$ cat src/rtl/ext_pkg.sv
// Immediate extension modes and a width-generic extend() helper shared by
// the decoder and the clocked extender.
package ext_pkg;

  typedef enum logic [1:0] {
    EXT_SIGN  = 2'd0,
    EXT_ZERO  = 2'd1,
    EXT_UPPER = 2'd2,
    EXT_SHL2  = 2'd3
  } ext_mode_t;

  // Widest immediate/result the helper handles; callers truncate to their width.
  localparam int unsigned EXT_MAX_W = 64;

  function automatic logic [EXT_MAX_W-1:0] extend(
    input logic [EXT_MAX_W-1:0] imm,
    input int unsigned          in_w,
    input int unsigned          out_w,
    input ext_mode_t            mode
  );
    logic [EXT_MAX_W-1:0] in_mask;
    logic [EXT_MAX_W-1:0] out_mask;
    logic [EXT_MAX_W-1:0] zext;
    logic [EXT_MAX_W-1:0] sext;
    logic [EXT_MAX_W-1:0] res;
    logic                 sign;
    in_mask  = ~({EXT_MAX_W{1'b1}} << in_w);
    out_mask = ~({EXT_MAX_W{1'b1}} << out_w);
    zext     = imm & in_mask;
    // in_mask ^ (in_mask >> 1) isolates the immediate's MSB position
    sign     = |(zext & (in_mask ^ (in_mask >> 1)));
    sext     = sign ? (zext | ~in_mask) : zext;
    case (mode)
      EXT_SIGN:  res = sext;
      EXT_ZERO:  res = zext;
      EXT_UPPER: res = zext << (out_w - in_w);
      default:   res = sext << 2;
    endcase
    return res & out_mask;
  endfunction

endpackage

$ cat src/rtl/sync_fifo.sv
// Single-clock FIFO with a registered head word: rd_data shows the oldest entry
// one edge after it is written and holds its last value once empty.
module sync_fifo #(
  parameter int WIDTH = 33,
  parameter int DEPTH = 2
) (
  input  logic                     clk,
  input  logic                     rst_n,
  input  logic                     wr_en,
  input  logic [WIDTH-1:0]         wr_data,
  input  logic                     rd_en,
  output logic [WIDTH-1:0]         rd_data,
  output logic                     full,
  output logic                     empty,
  output logic [$clog2(DEPTH):0]   count
);

  localparam int AW = $clog2(DEPTH);
  localparam int CW = AW + 1;

  logic [WIDTH-1:0] mem [DEPTH];
  logic [AW-1:0]    wr_ptr_reg;
  logic [AW-1:0]    rd_ptr_reg;
  logic [AW-1:0]    rd_ptr_next;
  logic [CW-1:0]    count_reg;
  logic [CW-1:0]    count_next;
  logic [WIDTH-1:0] head_reg;
  logic             push;
  logic             pop;

  assign full    = (count_reg == CW'(DEPTH));
  assign empty   = (count_reg == '0);
  assign push    = wr_en && !full;
  assign pop     = rd_en && !empty;
  assign count   = count_reg;
  assign rd_data = head_reg;

  always_comb begin
    rd_ptr_next = pop ? rd_ptr_reg + AW'(1) : rd_ptr_reg;
    count_next  = count_reg + CW'(push) - CW'(pop);
  end

  always_ff @(posedge clk) begin
    if (push) mem[wr_ptr_reg] <= wr_data;
  end

  always_ff @(posedge clk or negedge rst_n) begin
    if (!rst_n) begin
      wr_ptr_reg <= '0;
      rd_ptr_reg <= '0;
      count_reg  <= '0;
      head_reg   <= '0;
    end else begin
      if (push) wr_ptr_reg <= wr_ptr_reg + AW'(1);
      rd_ptr_reg <= rd_ptr_next;
      count_reg  <= count_next;
      // The incoming word becomes the head only when nothing older remains.
      if (count_next != '0)
        head_reg <= (push && (rd_ptr_next == wr_ptr_reg)) ? wr_data : mem[rd_ptr_next];
    end
  end

endmodule

$ cat src/rtl/imm_ext_pipe.sv
// Clocked immediate extender: extends IN_W->OUT_W per mode, prepends a toggling
// tag bit so EX can tell repeated immediates apart, and queues results.
module imm_ext_pipe
  import ext_pkg::*;
#(
  parameter int IN_W  = 16,
  parameter int OUT_W = 32,
  parameter int DEPTH = 2
) (
  input  logic                   clk,
  input  logic                   rst_n,
  input  logic                   in_valid,
  output logic                   in_ready,
  input  logic [IN_W-1:0]        in_imm,
  input  logic [1:0]             in_mode,
  output logic                   out_valid,
  input  logic                   out_ready,
  output logic [OUT_W:0]         out_data,
  output logic [$clog2(DEPTH):0] count
);

  logic             tag_reg;
  logic             push;
  logic             full;
  logic             empty;
  logic [OUT_W-1:0] ext_val;

  assign ext_val   = OUT_W'(extend(EXT_MAX_W'(in_imm), IN_W, OUT_W, ext_mode_t'(in_mode)));
  assign in_ready  = !full;
  assign out_valid = !empty;
  assign push      = in_valid && in_ready;

  always_ff @(posedge clk or negedge rst_n) begin
    if (!rst_n)    tag_reg <= 1'b0;
    else if (push) tag_reg <= ~tag_reg;
  end

  sync_fifo #(
    .WIDTH (OUT_W + 1),
    .DEPTH (DEPTH)
  ) u_fifo (
    .clk     (clk),
    .rst_n   (rst_n),
    .wr_en   (in_valid),
    .wr_data ({tag_reg, ext_val}),
    .rd_en   (out_ready),
    .rd_data (out_data),
    .full    (full),
    .empty   (empty),
    .count   (count)
  );

endmodule
$ cat config.mk
export PLATFORM = sky130hd
export DESIGN_NAME = imm_ext_pipe
export DESIGN_NICKNAME = d
export VERILOG_FILES = /design/src/rtl/ext_pkg.sv /design/src/rtl/sync_fifo.sv /design/src/rtl/imm_ext_pipe.sv
export SDC_FILE = /design/constraint.sdc
export NUM_CORES = 1
export LEC_CHECK = 0
export BUFFER_PORTS_ARGS = -buffer_cell sky130_fd_sc_hd__buf_4
export CAP_MARGIN = 20
export CORE_ASPECT_RATIO = 2
export CORE_MARGIN = 3
export CORE_UTILIZATION = 45
export DETAILED_ROUTE_END_ITERATION = 10
export PLACE_DENSITY_LB_ADDON = 0.3
export SLEW_MARGIN = 20
export SYNTH_ARGS = -nofsm -noshare
export SYNTH_HDL_FRONTEND = slang
export SYNTH_HIERARCHICAL = 1
export SYNTH_SLANG_ARGS = --single-unit
$ cat constraint.sdc
create_clock -name clk -period 3.9 [get_ports clk]
set_input_delay 0.195 -clock clk [delete_from_list [all_inputs] [get_ports clk]]
set_output_delay 0.195 -clock clk [all_outputs]
set_load 0.005 [all_outputs]
==> out/qor.yml <==
ant_nets: 0
detail_route.wl_per_cell_um: 21.20
synth_area_leaders: "edfxtp_1 (39%), dfrtp_1 (19%), a41o_1 (6.5%), a21oi_2 (5.1%), a22oi_1 (4.7%)"
ys_warn_count: 6
synth_ff_type: "edfxtp_1"
grt_start_max_net_pins: 69
arrival_ns: 2.94
synth-edff-count: 66
finalCritPeriodShare_pct: 68.53
setup_viol: 0
rsz0062_at_grt: "false"
place_congestion: 0.7791
antenna_found_initial: 0
place_ws_ns: 1.241
async_flop_share_pct: 36.54
drt-initial-drc-count: 377
cts_tree: "yes"
fmax_ghz: 0.3742
die_h_um: 156.7
initial_core_util_pct: 46.38
grt_first_pass_wirelength_mm: 20.25
leakage_nw: 2.496
max-slew-margin-rel_pct: 50.96
vias_per_cell: 6.090
yosys-top-cells-count: "edfxtp_1 (66), inv_1 (39), dfrtp_1 (38)"
grt_use_total_pct: 21.22
yosysMostFrequentCell: "edfxtp_1"
powerDensity_nw_per_um2: 1052
tightest_slew_ns: 0.7356
cts_made_buffers: 9
syn_to_final_growth_pct: 14.75
ys_ff_latch: 104
cts_setup_buffers: 0
grt_pass1_vias: 3717
syn_area_per_cell_um2: 12.13
grt-ovfl-total: 0
clk_pin_slew_ns: 0.07
synthCells: 421
start_kind: "flop"
root_buffer: "clkbuf_16"
critPathCaptureType: "flop"
rows: 54
worst_hold_path_type: "in2reg"
worstPathRequired_ns: 4.17
setup_slack_ns: 1.227
largest_register_ffs: 66
die_w_um: 81.33
dieArea_um2: 12740
status: "completed"
ys_seq_area_share_pct: 57.42
slew_viol_final: 0
irDropWorstVdd_v: 0.0008711
worst_clock_skew_ns: 0.008192
finalHoldViolCount: 0
drt-total-wl_mm: 12.78
final_area_um2: 5861
yosysTopAreaCell: "edfxtp_1"
cp_max_fo: 35
cts_sinks: 104
drc: 0
synth.distinct_cells: 34
drive_gt1_share_pct: 26.13
syn-num-nets: 445
ctsHtreeMaxLevel: 3
clockBufferDepth: 2
io_buffers: 58
setup.worst_path.class: "reg2reg"
synth_area_um2: 5107
fin_crit_ns: 2.673
via_count: 3672
cap_violations: 0
post-dp-hpwl_mm: 8.160
worstSkewPairLatency_ns: 0.34
place_area_um2: 5580
fillers: 981
antenna_cells: 0
core_um2: 11010
yosys.area.top_type_share_pct: 38.80
setup_tns_ns: 0
ioPinCount: 59
first_pass_iters: 5
nNetsFinal: 482
[routing by layer]
metal | part of all wire (%) | GRT usage (%)
met4 | 3.0 | 10.15
met2 | 54 | 35.68
met3 | 5.7 | 3.226
met1 | 38 | 26.15
met5 | 0 | 0
[worst paths after layout]
kind / start / endpoint / slack, ns / cells after the start
max in group asynchronous: rst_n / u_fifo/rd_data[16] / 3.13 / 2
hold / removal: in_mode[1] / u_fifo/mem[0][0] / 0.21 / 2
setup / recovery: u_fifo/count[0] / u_fifo/rd_data[28] / 1.23 / 11
setup reg to reg: u_fifo/count[0] / u_fifo/rd_data[28] / 1.23 / 11
min in group asynchronous: rst_n / u_fifo/rd_data[1] / 0.38 / 2
hold reg to reg: tag_reg / tag_reg / 0.54 / 1
[worst max-delay path, stage by stage (launching register included)]
cell and delay [ns]:
dfrtp_1 0.43, nand2b_1 0.17, nand2_1 0.14, ha_1 0.32, inv_1 0.06, ha_1 0.14
xor3_2 0.25, buf_4 0.28, nor2_2 0.13, buf_4 0.39, a21oi_1 0.10, a21oi_2 0.17
[power by group]
group          switching [mW]  internal (mW)
combinational            2.10           1.40
clock                   0.382          0.452
sequential              0.198           1.63
total                    2.68           3.49
[placed cells by master (no fill, tap or decap), types with 2 or more instances in the layout]
cell,count
a21oi_1,36
a21oi_2,30
a22o_1,14
a22oi_1,32
a41o_1,33
buf_4,70
clkbuf_1,3
clkbuf_16,9
dfrtp_1,38
edfxtp_1,66
ha_1,2
inv_1,39
mux2i_1,16
nand2b_1,2
nor2_2,2
nor2b_1,2
nor3_1,33
o21bai_1,15
xnor2_1,3
[logic make-up (layout without fill, tap and decap cells)]
| kind of cell | Yosys count | count (layout) | synth area share [%] |
|---|---|---|---|
| compound gates | 163 | 163 | 24.87 |
| xor+xnor | 6 | 6 | 1.617 |
| fa+ha+maj | 2 | 2 | 0.4899 |
| buf+inv | 85 | 127 | 7.618 |
| flops | 104 | 104 | 57.42 |
| mux | 16 | 16 | 3.136 |
| simple gates | 45 | 45 | 4.851 |
[through the flow]
| stage | utilization [%] | hold slack, ns | std cells | total power, mW |
|---|---|---|---|---|
| after CTS | 53.22 | 0.2109 | 603 | 6.208 |
| after detailed placement | 50.67 | 0.2163 | 586 | 5.361 |
| after global placement | 50.67 | 0.2197 | 586 | 5.266 |
| final | 53.22 | 0.2144 | 603 | 6.167 |
| after global routing | 53.22 | 0.2216 | 603 | 6.605 |
| after floorplan | - | -0.1006 | 421 | 4.350 |
[what timing repair did]
action | in CTS | in global routing
hold buffers | 1 | 0
gates resized for setup | 0 | 0
hold endpoints to repair | 38 | 0
[layout make-up]
| cell class | count | area [um2] | share of cell area (%) |
|---|---|---|---|
| clock buffers | 13 | 250.2 | 4.270 |
| flip-flops and latches | 104 | 2933 | 50.04 |
| inverters | 40 | 150.1 | 2.562 |
| multi-input cells | 232 | 1797 | 30.66 |
| well taps | 140 | 175.2 | 2.989 |
| repair buffers | 71 | 535.5 | 9.137 |
| clock inverters | 3 | 20.02 | 0.3416 |
Note: power is estimated with default switching activity, not from simulation.
